$ cat src/rtl/pipe_stage_buf.sv
// Purpose : generic in-order pipeline stage register (control + datapath fields)
//           with valid/ready on both sides and an optional 2-entry skid buffer.
// Latency : 1 cycle from an accepted input to its presentation at the output.
// Backpr. : SKID=1 -> in_ready is driven from registers only (no out_ready path);
//           SKID=0 -> in_ready = !out_valid | out_ready (combinational).
//
// Ports
//   clk, rst   rising-edge clock, asynchronous active-high reset
//   clr        synchronous flush: every held entry becomes a bubble at the next edge
//   in_*       upstream handshake (in_valid/in_ready) with control and data fields
//   out_*      downstream handshake (out_valid/out_ready) with head-entry fields
//   occ        number of entries held (0..2, at most 1 when SKID=0)

module pipe_stage_buf #(
    parameter int unsigned CTRL_W    = 10,
    parameter int unsigned DATA_W    = 175,
    parameter bit          SKID      = 1'b1,
    parameter bit          ZERO_DATA = 1'b1
) (
    input  logic              clk,
    input  logic              rst,
    input  logic              clr,
    input  logic              in_valid,
    output logic              in_ready,
    input  logic [CTRL_W-1:0] in_ctrl,
    input  logic [DATA_W-1:0] in_data,
    output logic              out_valid,
    input  logic              out_ready,
    output logic [CTRL_W-1:0] out_ctrl,
    output logic [DATA_W-1:0] out_data,
    output logic [1:0]        occ
);

    // Occupancy-coded states: the encoding is also the value presented on occ.
    typedef enum logic [1:0] {
        ST_EMPTY = 2'd0,
        ST_ONE   = 2'd1,
        ST_FULL  = 2'd2
    } state_t;

    state_t              state_q,  state_d;
    logic [CTRL_W-1:0]   m_ctrl_q, m_ctrl_d;   // main register: head entry
    logic [DATA_W-1:0]   m_data_q, m_data_d;
    logic [CTRL_W-1:0]   s_ctrl_q, s_ctrl_d;   // skid register: second entry
    logic [DATA_W-1:0]   s_data_q, s_data_d;
    logic                valid_q,  valid_d;
    logic                full_q,   full_d;
    logic [1:0]          occ_q,    occ_d;
    // Holds in_ready low until the first clock edge after reset release.
    logic                init_q;

    logic in_xfer;
    logic out_xfer;

    assign in_xfer  = in_valid & in_ready;
    assign out_xfer = valid_q & out_ready;

    // ------------------------------------------------------------------
    // Upstream ready
    // ------------------------------------------------------------------
    generate
        if (SKID) begin : g_rdy_skid
            // Registered only: a downstream stall reaches upstream one cycle
            // later, and the skid register absorbs the entry in flight.
            assign in_ready = init_q & ~full_q;
        end else begin : g_rdy_single
            assign in_ready = init_q & (~valid_q | out_ready);
        end
    endgenerate

    // ------------------------------------------------------------------
    // Next-state logic
    // ------------------------------------------------------------------
    always_comb begin
        state_d  = state_q;
        m_ctrl_d = m_ctrl_q;
        m_data_d = m_data_q;
        s_ctrl_d = s_ctrl_q;
        s_data_d = s_data_q;

        if (clr) begin
            // Flush beats any transfer: a same-cycle input is dropped, a
            // same-cycle output already happened from downstream's view.
            state_d  = ST_EMPTY;
            m_ctrl_d = '0;
            s_ctrl_d = '0;
            if (ZERO_DATA) begin
                m_data_d = '0;
                s_data_d = '0;
            end
        end else begin
            unique case (state_q)
                ST_EMPTY: begin
                    if (in_xfer) begin
                        m_ctrl_d = in_ctrl;
                        m_data_d = in_data;
                        state_d  = ST_ONE;
                    end
                end
                ST_ONE: begin
                    if (in_xfer && out_xfer) begin
                        m_ctrl_d = in_ctrl;
                        m_data_d = in_data;
                    end else if (out_xfer) begin
                        state_d = ST_EMPTY;
                    end else if (in_xfer && SKID) begin
                        // Head is stalled: park the newcomer behind it.
                        s_ctrl_d = in_ctrl;
                        s_data_d = in_data;
                        state_d  = ST_FULL;
                    end
                end
                ST_FULL: begin
                    if (out_xfer) begin
                        m_ctrl_d = s_ctrl_q;
                        m_data_d = s_data_q;
                        state_d  = ST_ONE;
                    end
                end
                default: begin
                    state_d = ST_EMPTY;
                end
            endcase
        end
    end

    // Flags and occupancy are registered alongside the state so that every
    // output comes straight from a flop.
    always_comb begin
        valid_d = (state_d != ST_EMPTY);
        full_d  = (state_d == ST_FULL);
        unique case (state_d)
            ST_ONE:  occ_d = 2'd1;
            ST_FULL: occ_d = 2'd2;
            default: occ_d = 2'd0;
        endcase
    end

    // ------------------------------------------------------------------
    // State registers
    // ------------------------------------------------------------------
    always_ff @(posedge clk or posedge rst) begin
        if (rst) begin
            state_q  <= ST_EMPTY;
            m_ctrl_q <= '0;
            m_data_q <= '0;
            s_ctrl_q <= '0;
            s_data_q <= '0;
            valid_q  <= 1'b0;
            full_q   <= 1'b0;
            occ_q    <= 2'd0;
            init_q   <= 1'b0;
        end else begin
            state_q  <= state_d;
            m_ctrl_q <= m_ctrl_d;
            m_data_q <= m_data_d;
            s_ctrl_q <= s_ctrl_d;
            s_data_q <= s_data_d;
            valid_q  <= valid_d;
            full_q   <= full_d;
            occ_q    <= occ_d;
            init_q   <= 1'b1;
        end
    end

    // ------------------------------------------------------------------
    // Outputs
    // ------------------------------------------------------------------
    assign out_valid = valid_q;
    // A bubble must decode as a NOP downstream, so control is masked while
    // nothing valid is presented; the head register may still hold a retired entry.
    assign out_ctrl  = valid_q ? m_ctrl_q : '0;
    assign out_data  = m_data_q;
    assign occ       = occ_q;

endmodule

$ cat config.mk
export PLATFORM = sky130hd
export DESIGN_NAME = pipe_stage_buf
export DESIGN_NICKNAME = d
export VERILOG_FILES = /design/src/rtl/pipe_stage_buf.sv
export SDC_FILE = /design/constraint.sdc
export NUM_CORES = 1
export LEC_CHECK = 0
export ABC_AREA = 1
export ABC_CLOCK_PERIOD_IN_PS = 14800
export BUFFER_PORTS_ARGS = -buffer_cell sky130_fd_sc_hd__buf_4
export CAP_MARGIN = 20
export CORE_UTILIZATION = 45
export DETAILED_ROUTE_END_ITERATION = 7
export PLACE_DENSITY = 0.72
export SLEW_MARGIN = 20
export SYNTH_ARGS = -nofsm -noshare
export SYNTH_HDL_FRONTEND = slang
export SYNTH_SLANG_ARGS = --single-unit
$ cat constraint.sdc
create_clock -name clk -period 14.8 [get_ports clk]
set_clock_uncertainty 0.05 [all_clocks]
set_input_delay 1.48 -clock clk [delete_from_list [all_inputs] [get_ports clk]]
set_output_delay 1.48 -clock clk [all_outputs]
set_load 0.03 [all_outputs]
==> results.json <==
{
  "status": "finished, final reports clean",
  "fill_cells": 3637,
  "antenna_found_initial": 3,
  "dp_slack_ns": 9.287,
  "fp.dieH_um": 202.7,
  "max_freq_mhz": 199.5,
  "post_cts_buffers": 0,
  "ys_warn_count": 0,
  "dieArea_mm2": 0.04108,
  "start_util": 0.4562,
  "syn_to_final_growth_pct": 23.22,
  "grt_max_degree": 189,
  "post_cts_resized": 0,
  "grt_use_total": 0.2765,
  "required_ns": 15.25,
  "synth.distinct_cells": 15,
  "tightest_slew_ns": 1.143,
  "rsz0062_at_grt": "no",
  "cts_tree": "yes",
  "worstHoldPathType": "reg -> reg",
  "syn_area_mm2": 0.01812,
  "final_layout_size_suffix_gt1_frac": 0.1855,
  "timing.setup.tns_ns": 0,
  "ys_seq_area_frac": 0.5191,
  "portBuffers": 378,
  "dpl.hpwl_um": 32140,
  "globalplace.congestion": 0.8169,
  "ys_ff_latch": 376,
  "slew_violations": 0,
  "vias": 17872,
  "syn_avg_cell_area_um2": 7.809,
  "antenna_left": 0,
  "crit_type": "in -> reg",
  "totalPowerFinal_mw": 2.617,
  "wire_per_inst_um": 18.40,
  "io_pins": 379,
  "cts_made_buffers": 44,
  "first_pass_iters": 6,
  "fin_crit_sh": 0.3387,
  "post_drt_via_cell_ratio": 5.765,
  "drt_wl_total_um": 57030,
  "crit_fanout": 188,
  "fp.dieW_um": 202.7,
  "crit_path_end_kind": "flip-flop",
  "cts_max_path_buffers": 3,
  "whs_ns": 0.4547,
  "critical_path.startpoint_type": "input pin",
  "setup_ws_ns": 9.787,
  "final_cell_area_mm2": 0.02233,
  "clk_pin_slew_worst_paths_ns": 0.06,
  "leakagePower_nw": 12.75,
  "rows": 73,
  "drv_cap": 0,
  "clock_latency_ns": 0.57,
  "h-tree-depth": 2,
  "dpl_cell_area_mm2": 0.02078,
  "gr-total-overflow": 0,
  "drc": 0,
  "nNetsFinal": 2730,
  "maxSlewHeadroom": 0.2382,
  "postSynthCellCount": 2321,
  "cts_sinks": 376,
  "worstPathArrival_ns": 5.47,
  "coreArea_mm2": 0.03973,
  "setup_viol": 0,
  "first_iter_violations": 1825,
  "grt_pass1_vias": 17085,
  "cts_hold_buf": 0,
  "grt_pass1_wl_um": 91860,
  "finalHoldViolCount": 0,
  "power_density_mw_per_mm2": 117.2,
  "root_buffer": "clkbuf_16",
  "vdd_drop_max_mv": 0.08461,
  "synth_fp_nets": 2511,
  "fin_crit_ns": 5.013
}
==> cell usage after synthesis <==
master,instances,share of area
nand2_1,947,0.20
nand3_1,560,0.15
dfrtp_1,376,0.52
nand4_1,185,0.064
clkbuf_1,102,0.021
buf_2,79,0.022
buf_1,24,0.0050
inv_1,19,0.0039
buf_6,17,0.011
nand2_2,4,0.0014
inv_2,3,0.00062
buf_4,2,0.00083
conb_1,1,0.00021
nor2_1,1,0.00021
nor2_4,1,0.00062
==> layer usage <==
metal	up-vias	routed length [um]	part of all wire	track usage
li1	8178	-	-	-
met1	8763	23040	0.40	0.3666
met2	795	27050	0.47	0.4326
met3	136	4462	0.078	0.05265
met4	0	2485	0.044	0.1412
met5	-	0	0	0
==> stage by stage <==
| stage | util | cells |
|---|---|---|
| finish | 0.5621 | 3100 |
| CTS | 0.5605 | 3095 |
| detailed placement | 0.5231 | 3017 |
| global placement | 0.5231 | 3017 |
| floorplan | - | 2321 |
| global route | 0.5621 | 3100 |
==> kinds of logic after synthesis <==
| family | Yosys count | synth area share |
|---|---|---|
| simple gates | 1698 | 0.4168 |
| flops | 376 | 0.5191 |
| other cells | 1 | 0.0002069 |
| buf+inv | 246 | 0.06385 |
==> where the power goes <==
| group | internal [mW] | switching, mW | total [mW] |
|---|---|---|---|
| clock network | 0.684 | 0.439 | 1.12 |
| registers | 1.07 | 0.0325 | 1.11 |
| logic | 0.119 | 0.271 | 0.389 |
| total | 1.88 | 0.742 | 2.62 |
==> worst max-delay path, stage by stage <==
cell and delay, ns:
buf_4 0.14, inv_8 0.65, buf_4 0.98, buf_4 0.91, buf_4 0.85, nand3_1 0.17, nand2_1 0.13
==> worst paths after layout <==
kind / startpoint / to / slack (ns) / depth (start not counted)
hold / removal: out_data[11]$_DFFE_PP0P_ / out_data[11]$_DFFE_PP0P_ / 0.45 / 2
setup / recovery: clr / s_data_q[60]$_DFFE_PP0P_ / 9.79 / 7
setup reg to reg: state_q[1]$_DFF_PP0_ / out_data[35]$_DFFE_PP0P_ / 10.72 / 6
hold reg to reg: out_data[11]$_DFFE_PP0P_ / out_data[11]$_DFFE_PP0P_ / 0.45 / 2
min in group asynchronous: rst / out_data[37]$_DFFE_PP0P_ / 1.02 / 2
max in group asynchronous: rst / out_data[164]$_DFFE_PP0P_ / 12.11 / 4
==> flip-flops by register name (all words and copies together) (netlist names) <==
| name | cells |
|---|---|
| init_q | 1 |
| full_q | 1 |
| state_q | 2 |
| s_data_q | 175 |
| occ | 1 |
| m_ctrl_q | 10 |
| s_ctrl_q | 10 |
| out_data | 175 |
| out_valid | 1 |
==> placed cells by master (no fill, tap or decap), types with 4 or more instances in the layout <==
master / count
nand4_1: 185
nand2_8: 4
dfrtp_1: 375
buf_4: 393
bufinv_16: 5
inv_1: 18
clkinv_2: 8
clkbuf_8: 8
clkbuf_16: 45
clkbuf_1: 9
nand2_1: 946
nand3_1: 560
==> area by class of cell <==
type / instances / area, um^2 / area share
inverters: 22 / 102.6 / 0.004594
flip-flops and latches: 376 / 9413 / 0.4215
multi-input cells: 1699 / 7621 / 0.3413
clock buffers: 62 / 1270 / 0.05687
repair buffers: 397 / 3045 / 0.1364
diodes: 3 / 7.507 / 0.0003362
well taps: 525 / 656.9 / 0.02941
clock inverters: 16 / 216.5 / 0.009692
Power figures use the tool's default switching activity.
